### src/rtl/alu_share_arbiter.sv
// alu_share_arbiter
//   Shares one combinational ALU between two requesters (req0 = EX stage,
//   req1 = auxiliary unit). One op is in flight at a time: it is accepted
//   over valid/ready, its operands/control are registered onto the ALU
//   inputs and held there, and the ALU result comes back as a one-cycle
//   response pulse tagged with the requester id.
//
//   MUL is a multi-cycle path: its inputs are held for MUL_CYCLES cycles.
//   Every other control code takes a single cycle.
//
//   Build option: define ALU_ARB_FIXED_PRIO_EN to make req0 win every tie
//   (req1 may starve). Left undefined, ties alternate round-robin.
//
// Handshake: a requester's op transfers on a rising edge where its valid and
//   ready are both 1. Ready only depends on the arbiter state and this
//   cycle's valids (never on the requester's own ready), and a requester may
//   withdraw valid before it is accepted; payload is sampled only on the
//   transfer edge.

`ifndef AND
`define AND 3'b000
`endif
`ifndef OR
`define OR  3'b001
`endif
`ifndef ADD
`define ADD 3'b010
`endif
`ifndef MUL
`define MUL 3'b011
`endif
`ifndef SUB
`define SUB 3'b110
`endif

module alu_share_arbiter #(
  parameter int WIDTH      = 32,
  parameter int MUL_CYCLES = 3
) (
  input  logic             clk_i,
  input  logic             rst_i,

  input  logic             req0_valid_i,
  output logic             req0_ready_o,
  input  logic [2:0]       req0_ctrl_i,
  input  logic [WIDTH-1:0] req0_a_i,
  input  logic [WIDTH-1:0] req0_b_i,

  input  logic             req1_valid_i,
  output logic             req1_ready_o,
  input  logic [2:0]       req1_ctrl_i,
  input  logic [WIDTH-1:0] req1_a_i,
  input  logic [WIDTH-1:0] req1_b_i,

  output logic [WIDTH-1:0] alu_data1_o,
  output logic [WIDTH-1:0] alu_data2_o,
  output logic [2:0]       alu_ctrl_o,
  input  logic [WIDTH-1:0] alu_data_i,
  input  logic             alu_zero_i,

  output logic             rsp_valid_o,
  output logic             rsp_id_o,
  output logic [WIDTH-1:0] rsp_data_o,
  output logic             rsp_zero_o,

  output logic             dbg_state_o,
  output logic [3:0]       dbg_cnt_o
);

  localparam logic STATE_IDLE = 1'b0;
  localparam logic STATE_EXEC = 1'b1;

  // Down-counter start value for a MUL; the op completes when it reaches 0.
  localparam logic [3:0] MUL_CNT_INIT = 4'(MUL_CYCLES - 1);

  logic             state_q;
  logic [3:0]       cnt_q;
  logic             id_q;

  logic             tie_pick1;
  logic             grant0;
  logic             grant1;
  logic             handshake;
  logic             done;
  logic [2:0]       sel_ctrl;
  logic [WIDTH-1:0] sel_a;
  logic [WIDTH-1:0] sel_b;
  logic [3:0]       load_cnt;

`ifdef ALU_ARB_FIXED_PRIO_EN
  // req0 always wins a tie.
  assign tie_pick1 = 1'b0;
`else
  logic last_grant_q;

  // Round-robin: on a tie, grant whoever did not win last time.
  assign tie_pick1 = ~last_grant_q;
`endif

  // Grant: the only valid requester, or the tie-break winner when both ask.
  always_comb begin
    grant0 = 1'b0;
    grant1 = 1'b0;
    if (req0_valid_i && req1_valid_i) begin
      grant0 = ~tie_pick1;
      grant1 = tie_pick1;
    end else begin
      grant0 = req0_valid_i;
      grant1 = req1_valid_i;
    end
  end

  assign req0_ready_o = (state_q == STATE_IDLE) & grant0;
  assign req1_ready_o = (state_q == STATE_IDLE) & grant1;
  assign handshake    = req0_ready_o | req1_ready_o;

  // Payload of the granted requester (only meaningful on a handshake).
  always_comb begin
    sel_ctrl = req0_ctrl_i;
    sel_a    = req0_a_i;
    sel_b    = req0_b_i;
    if (grant1) begin
      sel_ctrl = req1_ctrl_i;
      sel_a    = req1_a_i;
      sel_b    = req1_b_i;
    end
  end

  assign load_cnt = (sel_ctrl == `MUL) ? MUL_CNT_INIT : 4'd0;

  // The op finishes on the EXEC edge where the counter has run down to 0.
  assign done = (state_q == STATE_EXEC) && (cnt_q == 4'd0);

  assign dbg_state_o = state_q;
  assign dbg_cnt_o   = cnt_q;

  // Control FSM: IDLE accepts an op, EXEC counts its hold cycles down.
  always_ff @(posedge clk_i or negedge rst_i) begin
    if (!rst_i) begin
      state_q <= STATE_IDLE;
      cnt_q   <= 4'd0;
      id_q    <= 1'b0;
    end else begin
      case (state_q)
        STATE_IDLE: begin
          if (handshake) begin
            state_q <= STATE_EXEC;
            cnt_q   <= load_cnt;
            id_q    <= grant1;
          end
        end
        STATE_EXEC: begin
          if (cnt_q == 4'd0) begin
            state_q <= STATE_IDLE;
          end else begin
            cnt_q <= cnt_q - 4'd1;
          end
        end
        default: begin
          state_q <= STATE_IDLE;
          cnt_q   <= 4'd0;
        end
      endcase
    end
  end

  // ALU input registers: loaded on a handshake, otherwise held steady.
  always_ff @(posedge clk_i or negedge rst_i) begin
    if (!rst_i) begin
      alu_data1_o <= '0;
      alu_data2_o <= '0;
      alu_ctrl_o  <= 3'd0;
    end else if (handshake) begin
      alu_data1_o <= sel_a;
      alu_data2_o <= sel_b;
      alu_ctrl_o  <= sel_ctrl;
    end
  end

  // Response: one-cycle valid pulse; data/zero/id hold until the next one.
  always_ff @(posedge clk_i or negedge rst_i) begin
    if (!rst_i) begin
      rsp_valid_o <= 1'b0;
      rsp_id_o    <= 1'b0;
      rsp_data_o  <= '0;
      rsp_zero_o  <= 1'b0;
    end else begin
      rsp_valid_o <= done;
      if (done) begin
        rsp_id_o   <= id_q;
        rsp_data_o <= alu_data_i;
        rsp_zero_o <= alu_zero_i;
      end
    end
  end

`ifndef ALU_ARB_FIXED_PRIO_EN
  // Remember the last winner; reset value 1 makes req0 win the first tie.
  always_ff @(posedge clk_i or negedge rst_i) begin
    if (!rst_i) begin
      last_grant_q <= 1'b1;
    end else if (handshake) begin
      last_grant_q <= grant1;
    end
  end
`endif

endmodule

### config.mk
export PLATFORM = sky130hd
export DESIGN_NAME = alu_share_arbiter
export DESIGN_NICKNAME = d
export VERILOG_FILES = /design/src/rtl/alu_share_arbiter.sv
export SDC_FILE = /design/constraint.sdc
export NUM_CORES = 1
export LEC_CHECK = 0
export BUFFER_PORTS_ARGS = -buffer_cell sky130_fd_sc_hd__buf_2
export CORE_MARGIN = 4
export CORE_UTILIZATION = 44
export CTS_BUF_LIST = sky130_fd_sc_hd__clkbuf_4 sky130_fd_sc_hd__clkbuf_8 sky130_fd_sc_hd__clkbuf_16
export CTS_CLUSTER_SIZE = 10
export DETAILED_ROUTE_END_ITERATION = 16
export GPL_TIMING_DRIVEN = 0
export PLACE_DENSITY = 0.79
export RECOVER_POWER = 100
export SYNTH_ARGS = -nofsm -noshare
export SYNTH_HDL_FRONTEND = slang
export SYNTH_SLANG_ARGS = --single-unit
### constraint.sdc
create_clock -name clk_i -period 2.02 [get_ports clk_i]
set_input_delay 0.404 -clock clk_i [delete_from_list [all_inputs] [get_ports clk_i]]
set_output_delay 0.404 -clock clk_i [all_outputs]
set_load 0.05 [all_outputs]
==> run metrics <==
status=finished clean; setup slack at placement=-0.0459 ns; drt wl/cell=16.5 um; CP Max Fanout=10; placed cells=822; Post-synth EDFFs=0; clock share of power=13.3%; Mapped Cells=406; fmax=513 MHz; Hold Path Class=in -> async; Final ANT Viol Nets=0; Util after Layout=62.7%; TritonRoute pass-1 iters=6; clk_lat worst skew=0.36 ns; cts bufs inserted=9; Starting Density=45.7%; DRT Wirelength=13.8 mm; CP required=1.62 ns; data arrival time of the critical path=1.55 ns; Root Buffer=clkbuf_8; top post-synthesis cells by area=dfrtp_1, mux2i_1, mux2_2; IO Port Bufs=279; Synth Register Bits=109; Setup Crit Path Kind=reg -> out; worst-margin pin slew=1.02 ns; Sw Pwr=0.00678 W; Avg Cell Area, Syn=11.7 um2; sequential share of power=30.6%; Hold Buf Count CTS=0; Async SR Flop Fraction=100%; routed vias=4136; area grow syn2layout=37.1%; GR Util All Layers=21.4%; pin count of the biggest net entering global routing=72; final cell count without fillers=839; Sink Count=109; leak pwr=3.20 nW; VDD IR max=1010 uV; Placed Area=6360 um2; post-DR vias/cell=4.93; Combinational Power Share=56.1%; die area=12600 um2; worst setup margin=0.0704 ns; Synth Warn #=0; Switching Fraction=53.6%; Ant. Diodes=0; Final Setup Violations=0; CTS tree=done; layout cells sized above 1=34.6%; Final Hold Fails=0; commonest non-fill, non-tap cell in the layout=buf_2; setup tns final=0 ns; post-synth top area share=56.7%; io pins=280; Pwr Density=1940 nW/um2; H-Tree Depth=3; skew final=0.0123 ns; Synth Net Count=578; leading area contributor after synthesis=dfrtp_1; internal power=0.00588 W; first-pass GRT wire length=21.7 mm; CP Launch Type=flop; fin crit share=96.5%; distinct cell type count after synthesis=28; part of the Yosys area used for sequential elements=57.3%; clock slew at reported path FFs=0.10 ns; drt drc=0; Die X=112 um; dominant synthesized flop cell=dfrtp_1; Max Buffers Root-to-Sink=2; post-route cell area=6530 um2; core region area=10400 um2; DIE HEIGHT=112 um; Final Max Slew Viols=0; MaxCap Viol Count=0; RSZ-0062 raised after global routing=no; # rows=37; Critical Path End Type=primary output; HPWL Detailed=11.2 mm; NumNets Final=870; most frequent cells in the layout=buf_2, clkbuf_1, dfrtp_1, mux2i_1, o21ai_0; Iter 0 DRT Violations=168; Mapped Area=4760 um2; antenna violations before repair=0; Slew HR=32.1%; number of global-route vias before repair=4320; grt ovf=0; Final Critical Period=1.95 ns; RD Place Congestion=0.865
[synth_stat cells (2+ instances only)]
library cell and instances:
dfrtp_1 108, o21ai_1 9, nor4bb_1 3, a21oi_1 3, nor3_1 2, o21ai_0 60, nor2_1 5, nand2_1 67
clkbuf_1 14, buf_4 9, nor2b_1 2, mux2_2 34, buf_2 2, inv_1 6, mux2i_1 69
[through the flow]
step | total power (W) | hold WS (ns)
2_1_floorplan | 0.00936 | 0.108
3_3_place_gp | 0.0111 | 0.459
3_5_place_dp | 0.0113 | 0.415
4_1_cts | 0.0131 | 0.00799
5_1_grt | 0.0134 | 0.252
6_report | 0.0127 | 0.202
[worst max-delay path, stage by stage (launching register included)]
cell	delay [ns]
dfstp_2	0.55
a21boi_2	0.06
buf_6	0.13
buf_12	0.14
and2_4	0.16
buf_6	0.15
[sequential cells by signal, summed over array words and instances (netlist names)]
name / flops
rsp_data_o: 32
alu_ctrl_o: 3
id_q: 1
rsp_id_o: 1
alu_data2_o: 32
rsp_valid_o: 1
last_grant_q: 1
dbg_state_o: 1
dbg_cnt_o: 4
alu_data1_o: 32
rsp_zero_o: 1
[logic make-up after synthesis]
group           after synthesis  share of synthesized area (%)
simple gates                 82                           7.27
mux                         103                           22.5
flops                       109                           57.3
compound gates               78                           8.72
buf+inv                      33                           3.94
fa+ha+maj                     1                          0.263
[worst paths after layout]
check | startpoint | end | slack, ns | cells after the start
worst min register to register | alu_ctrl_o[2] | alu_ctrl_o[2] | 0.49 | 2
max in group asynchronous | rst_i | last_grant_q | 0.91 | 2
worst max register to register | dbg_cnt_o[0] | rsp_data_o[7] | 0.12 | 6
min in group clk_i | alu_data_i[1] | rsp_data_o[1] | 0.27 | 2
worst min-delay path | rst_i | alu_data2_o[11] | 0.20 | 1
worst max-delay path | last_grant_q | req1_ready_o | 0.07 | 5
[per-layer routing]
layer / vias to the layer above / part of all wire, % / track usage (%)
met5: - / 0 / 0
met4: 0 / 1.8 / 6.49
met3: 18 / 8.0 / 4.74
met2: 182 / 52 / 38.9
met1: 1946 / 39 / 25.5
li1: 1990 / - / -
[final cells by class]
| type | instances | area, um2 |
|---|---|---|
| fill | 918 | 3880 |
| inverter | 6 | 22.5 |
| buffer | 27 | 180 |
| sequential | 109 | 2730 |
| clock buffer | 10 | 131 |
| tap | 136 | 170 |
| multi-input combinational | 264 | 1850 |
| clock inverter | 6 | 134 |
| timing repair buffer | 281 | 1310 |
[power by group through the flow]
stage               Clock, W  Sequential [W]  Combinational (W)
CTS                  0.00172         0.00384            0.00749
detailed placement         0         0.00388            0.00746
floorplan                  0         0.00752            0.00185
global route         0.00182         0.00400            0.00754
finish               0.00168         0.00387            0.00711
global placement           0         0.00381            0.00732
[timing repair]
item                       in CTS  in global routing
setup endpoints to repair       2                 20
hold endpoints to repair        0                  0
gates resized for setup         6                  6
buffers inserted                1                  0
Note: power is estimated with default switching activity, not from simulation.
